==> config.mk <==
export PLATFORM = sky130hd
export DESIGN_NAME = ir_nec_rx_avalon
export DESIGN_NICKNAME = d
export VERILOG_FILES = /design/src/rtl/ir_nec_rx_avalon.sv
export SDC_FILE = /design/constraint.sdc
export NUM_CORES = 1
export LEC_CHECK = 0
export ABC_CLOCK_PERIOD_IN_PS = 5400
export BUFFER_PORTS_ARGS = -buffer_cell sky130_fd_sc_hd__buf_2
export CAP_MARGIN = 5
export CORE_MARGIN = 4
export CORE_UTILIZATION = 59
export DETAILED_ROUTE_END_ITERATION = 16
export GPL_ROUTABILITY_DRIVEN = 0
export PLACE_DENSITY = 0.8
export SYNTH_ARGS = -nofsm -noshare
export SYNTH_HDL_FRONTEND = slang
export SYNTH_SLANG_ARGS = --single-unit
==> constraint.sdc <==
create_clock -name clk_clk -period 5.4 [get_ports clk_clk]
set_input_delay 1.08 -clock clk_clk [delete_from_list [all_inputs] [get_ports clk_clk]]
set_output_delay 1.08 -clock clk_clk [all_outputs]
set_load 0.005 [all_outputs]
==> src/rtl/ir_nec_rx_avalon.sv <==
// NEC infrared frame receiver with an Avalon-MM register interface.
// The active-low IR line is synchronised, majority-filtered on a 1 us tick,
// and each mark/space is timed to decode 32-bit frames and repeat codes.
module ir_nec_rx_avalon #(
    parameter int CLK_FREQ_HZ = 50000000,
    parameter int TIMEOUT_US  = 12000
) (
    input  logic        clk_clk,
    input  logic        reset_reset,
    input  logic        ir_in,
    input  logic [1:0]  avs_address,
    input  logic        avs_chipselect,
    input  logic        avs_read,
    input  logic        avs_write,
    input  logic [31:0] avs_writedata,
    output logic [31:0] avs_readdata,
    output logic        irq
);
    localparam int          DIV = (CLK_FREQ_HZ / 1000000 > 0) ? CLK_FREQ_HZ / 1000000 : 1;
    localparam int          PW  = (DIV > 1) ? $clog2(DIV) : 1;
    localparam logic [15:0] TO  = 16'(TIMEOUT_US);

    typedef enum logic [2:0] {
        IDLE       = 3'd0,
        LEAD_MARK  = 3'd1,
        LEAD_SPACE = 3'd2,
        BIT_MARK   = 3'd3,
        BIT_SPACE  = 3'd4,
        RPT_MARK   = 3'd5,
        CHECK      = 3'd6
    } state_t;

    function automatic logic maj3(input logic [2:0] s);
        return (s[0] & s[1]) | (s[0] & s[2]) | (s[1] & s[2]);
    endfunction

    function automatic logic in_rng(input logic [15:0] d, input logic [15:0] lo, input logic [15:0] hi);
        return (d >= lo) && (d <= hi);
    endfunction

    logic [PW-1:0] pre_cnt;
    logic          tick;
    logic          sync_1, sync_2;
    logic [2:0]    samp;
    logic          filt, filt_d;
    logic          fall, rise;
    logic [15:0]   dur;
    state_t        state;
    logic [5:0]    bit_idx;
    logic [31:0]   shift;
    logic [31:0]   data_reg;
    logic          hw_valid, hw_rpt, hw_err;
    logic          ctrl_ien, ctrl_chk;
    logic          st_valid, st_rpt, st_err, st_ovr;
    logic          wr, rd;
    logic          unused_bits;

    assign fall        = filt_d & ~filt;
    assign rise        = ~filt_d & filt;
    assign wr          = avs_chipselect & avs_write;
    assign rd          = avs_chipselect & avs_read;
    assign irq         = ctrl_ien & st_valid;
    assign unused_bits = ^avs_writedata[31:4];

    // 1 us tick generator
    always_ff @(posedge clk_clk or posedge reset_reset) begin
        if (reset_reset) begin
            pre_cnt <= '0;
            tick    <= 1'b0;
        end else if (pre_cnt == PW'(DIV - 1)) begin
            pre_cnt <= '0;
            tick    <= 1'b1;
        end else begin
            pre_cnt <= pre_cnt + PW'(1);
            tick    <= 1'b0;
        end
    end

    // Two-flop synchroniser, 3-sample majority filter on ticks, edge history
    always_ff @(posedge clk_clk or posedge reset_reset) begin
        if (reset_reset) begin
            sync_1 <= 1'b1;
            sync_2 <= 1'b1;
            samp   <= 3'b111;
            filt   <= 1'b1;
            filt_d <= 1'b1;
        end else begin
            sync_1 <= ir_in;
            sync_2 <= sync_1;
            if (tick) begin
                samp <= {samp[1:0], sync_2};
            end
            filt   <= maj3(samp);
            filt_d <= filt;
        end
    end

    // Phase duration in us, restarted on every filtered edge, saturating at the timeout
    always_ff @(posedge clk_clk or posedge reset_reset) begin
        if (reset_reset) begin
            dur <= 16'd0;
        end else if (fall || rise) begin
            dur <= 16'd0;
        end else if (tick && (dur < TO)) begin
            dur <= dur + 16'd1;
        end
    end

    // Frame decoder FSM; flag requests are one-cycle registered pulses
    always_ff @(posedge clk_clk or posedge reset_reset) begin
        if (reset_reset) begin
            state    <= IDLE;
            bit_idx  <= 6'd0;
            shift    <= 32'd0;
            data_reg <= 32'd0;
            hw_valid <= 1'b0;
            hw_rpt   <= 1'b0;
            hw_err   <= 1'b0;
        end else begin
            hw_valid <= 1'b0;
            hw_rpt   <= 1'b0;
            hw_err   <= 1'b0;
            if ((state != IDLE) && (state != CHECK) && !fall && !rise && (dur == TO)) begin
                hw_err <= 1'b1;
                state  <= IDLE;
            end else begin
                case (state)
                    IDLE: begin
                        if (fall) state <= LEAD_MARK;
                    end
                    LEAD_MARK: begin
                        if (rise) begin
                            // A short leader mark is treated as noise, not an error
                            state <= in_rng(dur, 16'd8000, 16'd10000) ? LEAD_SPACE : IDLE;
                        end
                    end
                    LEAD_SPACE: begin
                        if (fall) begin
                            if (in_rng(dur, 16'd4000, 16'd5000)) begin
                                state   <= BIT_MARK;
                                bit_idx <= 6'd0;
                                shift   <= 32'd0;
                            end else if (in_rng(dur, 16'd1800, 16'd2700)) begin
                                state <= RPT_MARK;
                            end else begin
                                hw_err <= 1'b1;
                                state  <= IDLE;
                            end
                        end
                    end
                    BIT_MARK: begin
                        if (rise) begin
                            if (!in_rng(dur, 16'd400, 16'd700)) begin
                                hw_err <= 1'b1;
                                state  <= IDLE;
                            end else if (bit_idx == 6'd32) begin
                                state <= CHECK;
                            end else begin
                                state <= BIT_SPACE;
                            end
                        end
                    end
                    BIT_SPACE: begin
                        if (fall) begin
                            if (in_rng(dur, 16'd400, 16'd700) || in_rng(dur, 16'd1400, 16'd1900)) begin
                                shift[bit_idx[4:0]] <= (dur >= 16'd1400);
                                bit_idx             <= bit_idx + 6'd1;
                                state               <= BIT_MARK;
                            end else begin
                                hw_err <= 1'b1;
                                state  <= IDLE;
                            end
                        end
                    end
                    RPT_MARK: begin
                        if (rise) begin
                            if (in_rng(dur, 16'd400, 16'd700)) begin
                                hw_rpt <= 1'b1;
                            end else begin
                                hw_err <= 1'b1;
                            end
                            state <= IDLE;
                        end
                    end
                    CHECK: begin
                        if (ctrl_chk && ((shift[15:8] != ~shift[7:0]) || (shift[31:24] != ~shift[23:16]))) begin
                            hw_err <= 1'b1;
                        end else begin
                            data_reg <= shift;
                            hw_valid <= 1'b1;
                        end
                        state <= IDLE;
                    end
                    default: begin
                        state <= IDLE;
                    end
                endcase
            end
        end
    end

    // CTRL/STATUS registers: hardware set beats W1C and read-clear in the same cycle
    always_ff @(posedge clk_clk or posedge reset_reset) begin
        if (reset_reset) begin
            ctrl_ien <= 1'b0;
            ctrl_chk <= 1'b0;
            st_valid <= 1'b0;
            st_rpt   <= 1'b0;
            st_err   <= 1'b0;
            st_ovr   <= 1'b0;
        end else begin
            if (wr && (avs_address == 2'd2)) begin
                ctrl_ien <= avs_writedata[0];
                ctrl_chk <= avs_writedata[1];
            end
            st_valid <= hw_valid | (st_valid & ~((wr && (avs_address == 2'd1) && avs_writedata[0]) ||
                                                  (rd && (avs_address == 2'd0))));
            st_rpt   <= hw_rpt | (st_rpt & ~(wr && (avs_address == 2'd1) && avs_writedata[1]));
            st_err   <= hw_err | (st_err & ~(wr && (avs_address == 2'd1) && avs_writedata[2]));
            st_ovr   <= (hw_valid & st_valid) | (st_ovr & ~(wr && (avs_address == 2'd1) && avs_writedata[3]));
        end
    end

    // Registered read data, latency 1
    always_ff @(posedge clk_clk or posedge reset_reset) begin
        if (reset_reset) begin
            avs_readdata <= 32'd0;
        end else if (rd) begin
            case (avs_address)
                2'd0:    avs_readdata <= data_reg;
                2'd1:    avs_readdata <= {28'd0, st_ovr, st_err, st_rpt, st_valid};
                2'd2:    avs_readdata <= {30'd0, ctrl_chk, ctrl_ien};
                default: avs_readdata <= 32'd0;
            endcase
        end else begin
            avs_readdata <= 32'd0;
        end
    end
endmodule

==> impl_metrics.json, run 1 <==
{
  "relSlewSlack_pct": 15.6,
  "cp.required_ps": 5680,
  "grt_pass1_vias": 4745,
  "yosysTopAreaCell": "dfrtp_1",
  "synth.most_common_cell": "dfrtp_1",
  "switching_share_pct": 21.3,
  "hold_start": "sync_1",
  "cts_setup_buffers": 0,
  "finalSetupTns_ps": 0,
  "die-area_um2": 13200,
  "wl_mm": 13.6,
  "ys_seq_area_share_pct": 53.5,
  "hold_buffers": 0,
  "htreeDepth": 4,
  "syn-num-nets": 663,
  "numCtsBuffers": 17,
  "nNetsFinal": 693,
  "crit_path_start_kind": "flip-flop",
  "leakage_nw": 3.79,
  "row_count": 38,
  "syn_inst": 613,
  "synth_top_area_share_pct": 50.7,
  "clockRootBuffer": "clkbuf_16",
  "clkLatencyLatePin_ps": 420,
  "powerDensity_nw_per_um2": 309,
  "grt_pass1_wl_mm": 22.9,
  "ir_drop_v": 0.000258,
  "die_h_um": 115,
  "synth_area_leaders": "dfrtp_1 51%, mux2_2 6.0%, mux2i_1 5.3%",
  "antenna_found_initial": 0,
  "first_pass_iters": 6,
  "worstSetupPathType": "flip-flop to flip-flop",
  "ant_nets": 0,
  "combPwrFrac_pct": 1.6,
  "port_buffers": 44,
  "slowest_stage": "nand3_1",
  "p_seq_share_pct": 46.1,
  "drt-wirelength-per-cell_um": 17.1,
  "crit-reg2reg-launch": "dur[10]",
  "vias": 4695,
  "fillers": 775,
  "cts_tree": "built",
  "yosysUniqueCellTypes": 59,
  "drt_iter0_markers": 566,
  "dieWidth_um": 115,
  "syn_to_final_growth_pct": 13.1,
  "period_needed_ps": 2940,
  "initial_core_util_pct": 61.3,
  "grt.total_usage_pct": 22.1,
  "end_kind": "flip-flop",
  "cp_max_fo": 31,
  "post_cts_resized": 0,
  "setup_viol": 0,
  "hold_viol": 0,
  "grt_max_degree": 102,
  "syn_area_um2": 6760,
  "p_switching_mw": 0.503,
  "core_area_um2": 11000,
  "dpl.hpwl_mm": 8.72,
  "synthArstFlopShare_pct": 100,
  "drc": 0,
  "r2r_slack_ps": 2460,
  "p_total_mw": 2.36,
  "status": "finished, final reports clean",
  "clock_path_buffers": 2,
  "yosys_register_bits": 144,
  "synthFlopType": "dfrtp_1",
  "cap_violations": 0,
  "clkPwrFrac_pct": 52.3,
  "rsz0062_at_grt": "no",
  "fin_worst_skew_ps": 8.81,
  "fmax_ghz": 0.340,
  "overflow": 0,
  "cts_sinks": 144,
  "synth-edff-count": 0,
  "n_antenna_cell": 0,
  "clk_pin_slew_ps": 60,
  "worst_pin_slew_ps": 1260,
  "min-delay-path-class": "flip-flop to flip-flop",
  "r2r_end": "shift[15]",
  "arrival_ps": 3220,
  "viasPerCell": 5.90,
  "cpPeakStageDelay_ps": 940,
  "p_int_mw": 1.86,
  "ioPinCount": 73,
  "drive_gt1_share_pct": 20.7,
  "cp_cell_sequence": "nand3_1, o31ai_1, nand3_1, nand2_1, mux2i_1",
  "hold_end": "sync_2",
  "yosysWarnings": 0,
  "path_common_cell": "nand3_1",
  "finalMaxSlewViolations": 0,
  "period_share_pct": 54.4,
  "ys_top_cells_by_count": "137 x dfrtp_1, 54 x nand2_1, 49 x nand3_1",
  "worstHoldPathCells": 0,
  "reg2reg_depth": 5,
  "syn_avg_cell_area_um2": 11.0
}
[worst max-delay path, delay by kind of cell (launching register included)]
family,cells,cell delay (ps)
AO/OA/AOI/OAI,1,410
flip-flops,1,630
multiplexers,1,130
AND/OR/NAND/NOR,3,1610
[how the worst max path moves through the flow]
| stage | start | endpoint | slack [ps] | cells after the start |
|---|---|---|---|---|
| after floorplan | reset_reset | avs_readdata[0] | 470 | 1 |
| after global placement | dur[10] | shift[27] | 2670 | 5 |
| after detailed placement | dur[10] | shift[15] | 2590 | 5 |
| after CTS | dur[10] | shift[15] | 2560 | 5 |
| after global routing | dur[10] | shift[19] | 2250 | 5 |
| final | dur[10] | shift[15] | 2460 | 5 |
[power groups by stage]
stage / combinational [mW] / sequential [mW] / clock (mW)
finish: 0.0388 / 1.09 / 1.23
global route: 0.0458 / 1.09 / 1.30
CTS: 0.0406 / 1.09 / 1.25
detailed placement: 0.0404 / 1.11 / 0
global placement: 0.0389 / 1.11 / 0
floorplan: 0.0263 / 1.11 / 0
[area by class of cell]
cell class / instances / area, µm² / area share (%)
Clock buffer: 19 / 453 / 5.93
Clock inverter: 13 / 176 / 2.31
Inverter: 12 / 50.0 / 0.655
Multi-Input combinational cell: 420 / 2930 / 38.3
Sequential cell: 144 / 3610 / 47.3
Tap cell: 140 / 175 / 2.29
Timing Repair Buffer: 48 / 250 / 3.27
[stage by stage]
stage	setup slack, ps	cells	hold WS (ps)	area, µm²	util [%]
detailed placement	2590	764	349	7010	63.6
CTS	2560	796	359	7640	69.3
finish	2460	796	358	7640	69.3
global placement	2670	764	346	7010	63.6
global route	2250	796	363	7640	69.3
floorplan	465	613	345	6760	-
[placed cells by master, fill, tap and decap left out, types with 5 or more instances in the layout]
| cell | synthesis | layout |
|---|---|---|
| a21oi_1 | 11 | 11 |
| and2_1 | 39 | 39 |
| and3_1 | 7 | 7 |
| buf_2 | 12 | 44 |
| clkbuf_16 | 0 | 17 |
| dfrtp_1 | 137 | 137 |
| dfstp_2 | 7 | 7 |
| ha_1 | 10 | 10 |
| inv_1 | 12 | 11 |
| inv_6 | 0 | 5 |
| mux2_2 | 36 | 36 |
| mux2i_1 | 36 | 36 |
| nand2_1 | 54 | 54 |
| nand2b_1 | 6 | 6 |
| nand3_1 | 49 | 49 |
| nand4_1 | 12 | 12 |
| nor2_1 | 28 | 28 |
| nor2b_1 | 10 | 10 |
| nor3_1 | 8 | 7 |
| nor4_1 | 6 | 6 |
| o21ai_0 | 14 | 14 |
| or3_1 | 6 | 6 |
| xnor2_1 | 16 | 16 |
| xor2_1 | 14 | 14 |
[cells by family (layout without fill, tap and decap cells)]
logic type      after synthesis  in the layout  synth area share [%]
mux                          74             74                  11.7
fa+ha+maj                    11             11                  2.00
compound gates               62             62                  6.44
simple gates                243            243                  19.2
xor+xnor                     30             30                  3.89
flops                       144            144                  53.5
buf+inv                      49             92                  3.39
[metal layers]
layer  vias to the layer above  part of all wire [%]  track usage [%]
met1                      2337                    43             27.8
met2                       132                    50             36.0
met5                         -                     0                0
met3                        29                   4.3             5.05
met4                         0                   2.5             10.7
li1                       2197                     -                -
Power figures use the tool's default switching activity.
==> run 2, diff against run 1 <==
--- a/config.mk
+++ b/config.mk
@@ -5,7 +5,7 @@
 export SDC_FILE = /design/constraint.sdc
 export NUM_CORES = 1
 export LEC_CHECK = 0
-export ABC_CLOCK_PERIOD_IN_PS = 5400
+export ABC_CLOCK_PERIOD_IN_PS = 2900
 export BUFFER_PORTS_ARGS = -buffer_cell sky130_fd_sc_hd__buf_2
 export CAP_MARGIN = 5
 export CORE_MARGIN = 4
==> constraint.sdc (replaced) <==
create_clock -name clk_clk -period 2.9 [get_ports clk_clk]
set_input_delay 0.58 -clock clk_clk [delete_from_list [all_inputs] [get_ports clk_clk]]
set_output_delay 0.58 -clock clk_clk [all_outputs]
set_load 0.005 [all_outputs]
==> impl_metrics.json, run 2 (same netlist as run 1, synthesis figures left out) <==
{
  "status": "finished, final reports clean",
  "cts_setup_buffers": 0,
  "hold_buffers": 0,
  "placed_area_um2": 7080,
  "syn_to_final_growth_pct": 13.5,
  "port_buffers": 44,
  "vias": 4633,
  "fin_worst_skew_ps": 5.89,
  "core_area_um2": 11000,
  "relSlewSlack_pct": 52.0,
  "drive_gt1_share_pct": 20.7,
  "dpl.hpwl_mm": 8.70,
  "wl_mm": 13.3,
  "overflow": 0,
  "clk_pin_slew_ps": 60,
  "p_total_mw": 4.30,
  "ant_nets": 0,
  "cp_top_family": "compound AO/OA/AOI/OAI gates",
  "antenna_found_initial": 0,
  "rsz0062_at_grt": "no",
  "leakage_nw": 3.80,
  "ioPinCount": 73,
  "fillers": 777,
  "cap_violations": 0,
  "cpPeakStageDelay_ps": 670,
  "numCtsBuffers": 17,
  "cp_cell_sequence": "inv_1, ha_1, nand3b_1, o211ai_1, a211oi_4, o32ai_1, o21ai_0, o31ai_1",
  "cts_tree": "built",
  "crit_path_start_kind": "flip-flop",
  "period_needed_ps": 2540,
  "grt_max_degree": 131,
  "finalMaxSlewViolations": 0,
  "viasPerCell": 5.81,
  "initial_core_util_pct": 61.3,
  "fmax_ghz": 0.394,
  "finalSetupTns_ps": 0,
  "ir_drop_v": 0.000526,
  "stdcell_area_um2": 7670,
  "htreeDepth": 4,
  "seqCellArea_um2": 3610,
  "min-delay-path-class": "primary input to async pin",
  "drt_iter0_markers": 478,
  "worstSetupPathType": "flip-flop to flip-flop",
  "grt.total_usage_pct": 22.0,
  "grt_pass1_vias": 4706,
  "row_count": 38,
  "nNetsFinal": 697,
  "die-area_um2": 13200,
  "post_cts_resized": 0,
  "clock_path_buffers": 2,
  "final_common_cell": "dfrtp_1",
  "grt_pass1_wl_mm": 23.0,
  "cts_sinks": 144,
  "drc": 0,
  "period_share_pct": 87.5,
  "arrival_ps": 2860,
  "drt-wirelength-per-cell_um": 16.7,
  "dieWidth_um": 115,
  "first_pass_iters": 6,
  "clockRootBuffer": "clkbuf_16",
  "n_antenna_cell": 0,
  "die_h_um": 115,
  "final_cell_mix": "137 x dfrtp_1, 54 x nand2_1, 49 x nand3_1",
  "reg2reg_depth": 8,
  "cp_max_fo": 9,
  "critical_path_buf_inv_count": 1,
  "end_kind": "flip-flop",
  "setup_viol": 0,
  "powerDensity_nw_per_um2": 560,
  "clkLatencyLatePin_ps": 420,
  "slowest_stage": "o32ai_1",
  "cp.required_ps": 3230,
  "hold_viol": 0,
  "multiInputGateArea_um2": 2930,
  "cp.depth": 8,
  "worst_pin_slew_ps": 718
}
[run 2: final cells by class]
cell class / instances / share of cell area [%]
Clock inverter: 9 / 1.73
Multi-Input combinational cell: 420 / 38.1
Inverter: 12 / 0.636
Clock buffer: 21 / 6.00
Tap cell: 140 / 2.28
Sequential cell: 144 / 47.1
Timing Repair Buffer: 52 / 4.14
[run 2: worst reg2reg max path: cells and delay by family (launching register included)]
kind                       cells  cell delay, ps
AOI/OAI and AO/OA              5            1460
adders and majority gates      1             240
buffers and inverters          1             100
DFF                            1             440
and+or+nand+nor                1             200
[run 2: layer usage]
| layer | up-vias | share of wire, % | global-route usage [%] |
|---|---|---|---|
| met5 | - | 0 | 0 |
| met4 | 0 | 2.2 | 9.47 |
| met3 | 35 | 4.6 | 5.21 |
| met2 | 120 | 51 | 36.8 |
| met1 | 2275 | 42 | 27.5 |
| li1 | 2203 | - | - |
[run 2: path summary, 6_finish.rpt]
check,startpoint,slack (ps),endpoint
worst max-delay path,dur[0],360,shift[31]
max in group asynchronous,reset_reset,1800,data_reg[22]
worst min-delay path,reset_reset,130,dur[9]
min in group clk_clk,ir_in,260,sync_1
worst min register to register,sync_1,360,sync_2
worst max register to register,dur[0],360,shift[31]
[run 2: power by group]
part | switching [mW] | leakage (nW) | total, mW | internal (mW)
Sequential | 0.00597 | 1.97 | 2.03 | 2.02
Combinational | 0.0545 | 1.54 | 0.0740 | 0.0195
Clock | 0.812 | 0.285 | 2.20 | 1.39
[run 2: metrics by stage]
step | util [%] | hold slack, ps | std cells | setup WS (ps)
4_1_cts | 69.6 | 125 | 798 | 406
3_3_place_gp | 64.2 | 349 | 768 | 518
3_5_place_dp | 64.2 | 349 | 768 | 426
5_1_grt | 69.6 | 146 | 798 | 177
6_report | 69.6 | 130 | 798 | 362
2_1_floorplan | - | 345 | 613 | 521
==> run 3, diff against run 2 <==
--- a/config.mk
+++ b/config.mk
@@ -13,6 +13,7 @@
 export DETAILED_ROUTE_END_ITERATION = 16
 export GPL_ROUTABILITY_DRIVEN = 0
 export PLACE_DENSITY = 0.8
+export RECOVER_POWER = 100
 export SYNTH_ARGS = -nofsm -noshare
 export SYNTH_HDL_FRONTEND = slang
 export SYNTH_SLANG_ARGS = --single-unit
==> impl_metrics.json, run 3 (same netlist as run 1, synthesis figures left out) <==
{
  "post_cts_resized": 0,
  "seqCellArea_um2": 3610,
  "finalMaxSlewViolations": 131,
  "ir_drop_v": 0.000526,
  "min-delay-path-class": "primary input to async pin",
  "grt.total_usage_pct": 22.0,
  "clk_pin_slew_ps": 60,
  "worst_pin_slew_ps": 1700,
  "setup_viol": 0,
  "final_common_cell": "dfrtp_1",
  "rsz0062_at_grt": "no",
  "clock_path_buffers": 2,
  "numCtsBuffers": 17,
  "syn_to_final_growth_pct": 12.6,
  "status": "finished, violations left",
  "drt-wirelength-per-cell_um": 16.6,
  "fin_worst_skew_ps": 5.56,
  "grt_pass1_wl_mm": 23.0,
  "placed_area_um2": 7080,
  "fillers": 795,
  "dpl.hpwl_mm": 8.70,
  "relSlewSlack_pct": -13.5,
  "n_antenna_cell": 0,
  "period_share_pct": 86.6,
  "hold_buffers": 0,
  "drive_gt1_share_pct": 17.2,
  "wl_mm": 13.3,
  "cts_sinks": 144,
  "cts_setup_buffers": 0,
  "vias": 4659,
  "die-area_um2": 13200,
  "grt_max_degree": 131,
  "final_cell_mix": "137 x dfrtp_1, 54 x nand2_1, 49 x nand3_1",
  "grt_pass1_vias": 4706,
  "ioPinCount": 73,
  "stdcell_area_um2": 7610,
  "multiInputGateArea_um2": 2910,
  "nNetsFinal": 697,
  "overflow": 0,
  "clkLatencyLatePin_ps": 420,
  "clockRootBuffer": "clkbuf_16",
  "cp.required_ps": 3220,
  "drc": 0,
  "arrival_ps": 2840,
  "period_needed_ps": 2510,
  "cts_tree": "built",
  "cap_violations": 1,
  "die_h_um": 115,
  "ant_nets": 0,
  "powerDensity_nw_per_um2": 564,
  "dieWidth_um": 115,
  "fmax_ghz": 0.398,
  "end_kind": "flip-flop",
  "htreeDepth": 4,
  "preCtsSetupSlack_ps": 426,
  "antenna_found_initial": 0,
  "hold_viol": 0,
  "violations": "max-capacitance violations, max-slew violations",
  "leakage_nw": 3.69,
  "setup_ws_ps": 388,
  "row_count": 38,
  "first_pass_iters": 5,
  "finalCoreUtilization_pct": 69.0,
  "initial_core_util_pct": 61.3,
  "drt_iter0_markers": 479,
  "port_buffers": 44,
  "cp_max_fo": 9,
  "viasPerCell": 5.84,
  "finalSetupTns_ps": 0,
  "crit_path_start_kind": "flip-flop",
  "worstSetupPathType": "flip-flop to flip-flop",
  "core_area_um2": 11000
}
run 3: cell count changes in the layout (fill, tap and decap cells not counted), moves of 2 or more:
cell,change
clkbuf_1,+18
and2_1,-22
dfstp_2,-2
and2_0,+22
dfstp_1,+2
buf_4,-2
nor3_1,+2
buf_2,-16
run 3: layer usage:
metal  up-vias  track usage, %  share of wire, %
met1      2286            27.5                42
met5         -               0                 0
met3        35            5.21               4.7
met4         0            9.47               2.3
met2       134            36.8                51
li1       2204               -                 -
run 3: cell type report:
class | count | share of cell area [%]
clock buffers | 21 | 6.05
well taps | 140 | 2.30
inverters | 12 | 0.608
flip-flops and latches | 144 | 47.5
repair buffers | 52 | 3.65
clock inverters | 9 | 1.74
multi-input cells | 420 | 38.2
run 3: metrics by stage:
stage | std cells | total power, mW | hold WS (ps)
2_1_floorplan | 613 | 2.11 | 345
3_3_place_gp | 768 | 2.13 | 349
3_5_place_dp | 768 | 2.14 | 349
4_1_cts | 798 | 4.33 | 125
5_1_grt | 798 | 4.43 | 238
6_report | 798 | 4.29 | 198
run 3: worst max-delay path, cell delays in order (launching register included):
cell	delay (ps)
dfrtp_1	440
inv_1	100
ha_1	240
nand3b_1	200
o211ai_1	330
a211oi_4	160
o32ai_1	650
o21ai_0	200
o31ai_1	100
run 3: where the power goes:
group | leakage (nW) | internal [mW] | switching [mW]
combinational | 1.43 | 0.0166 | 0.0520
clock | 0.285 | 1.39 | 0.810
sequential | 1.97 | 2.02 | 0.00599
total | 3.69 | 3.42 | 0.869
run 3: path summary, 6_finish.rpt:
kind | from | end | slack (ps) | depth (start not counted)
setup / recovery | dur[0] | shift[31] | 390 | 8
hold / removal | reset_reset | dur[9] | 200 | 2
setup reg to reg | dur[0] | shift[31] | 390 | 8
hold reg to reg | sync_1 | sync_2 | 360 | 0
max in group asynchronous | reset_reset | data_reg[21] | 580 | 3
min in group clk_clk | ir_in | sync_1 | 260 | 1
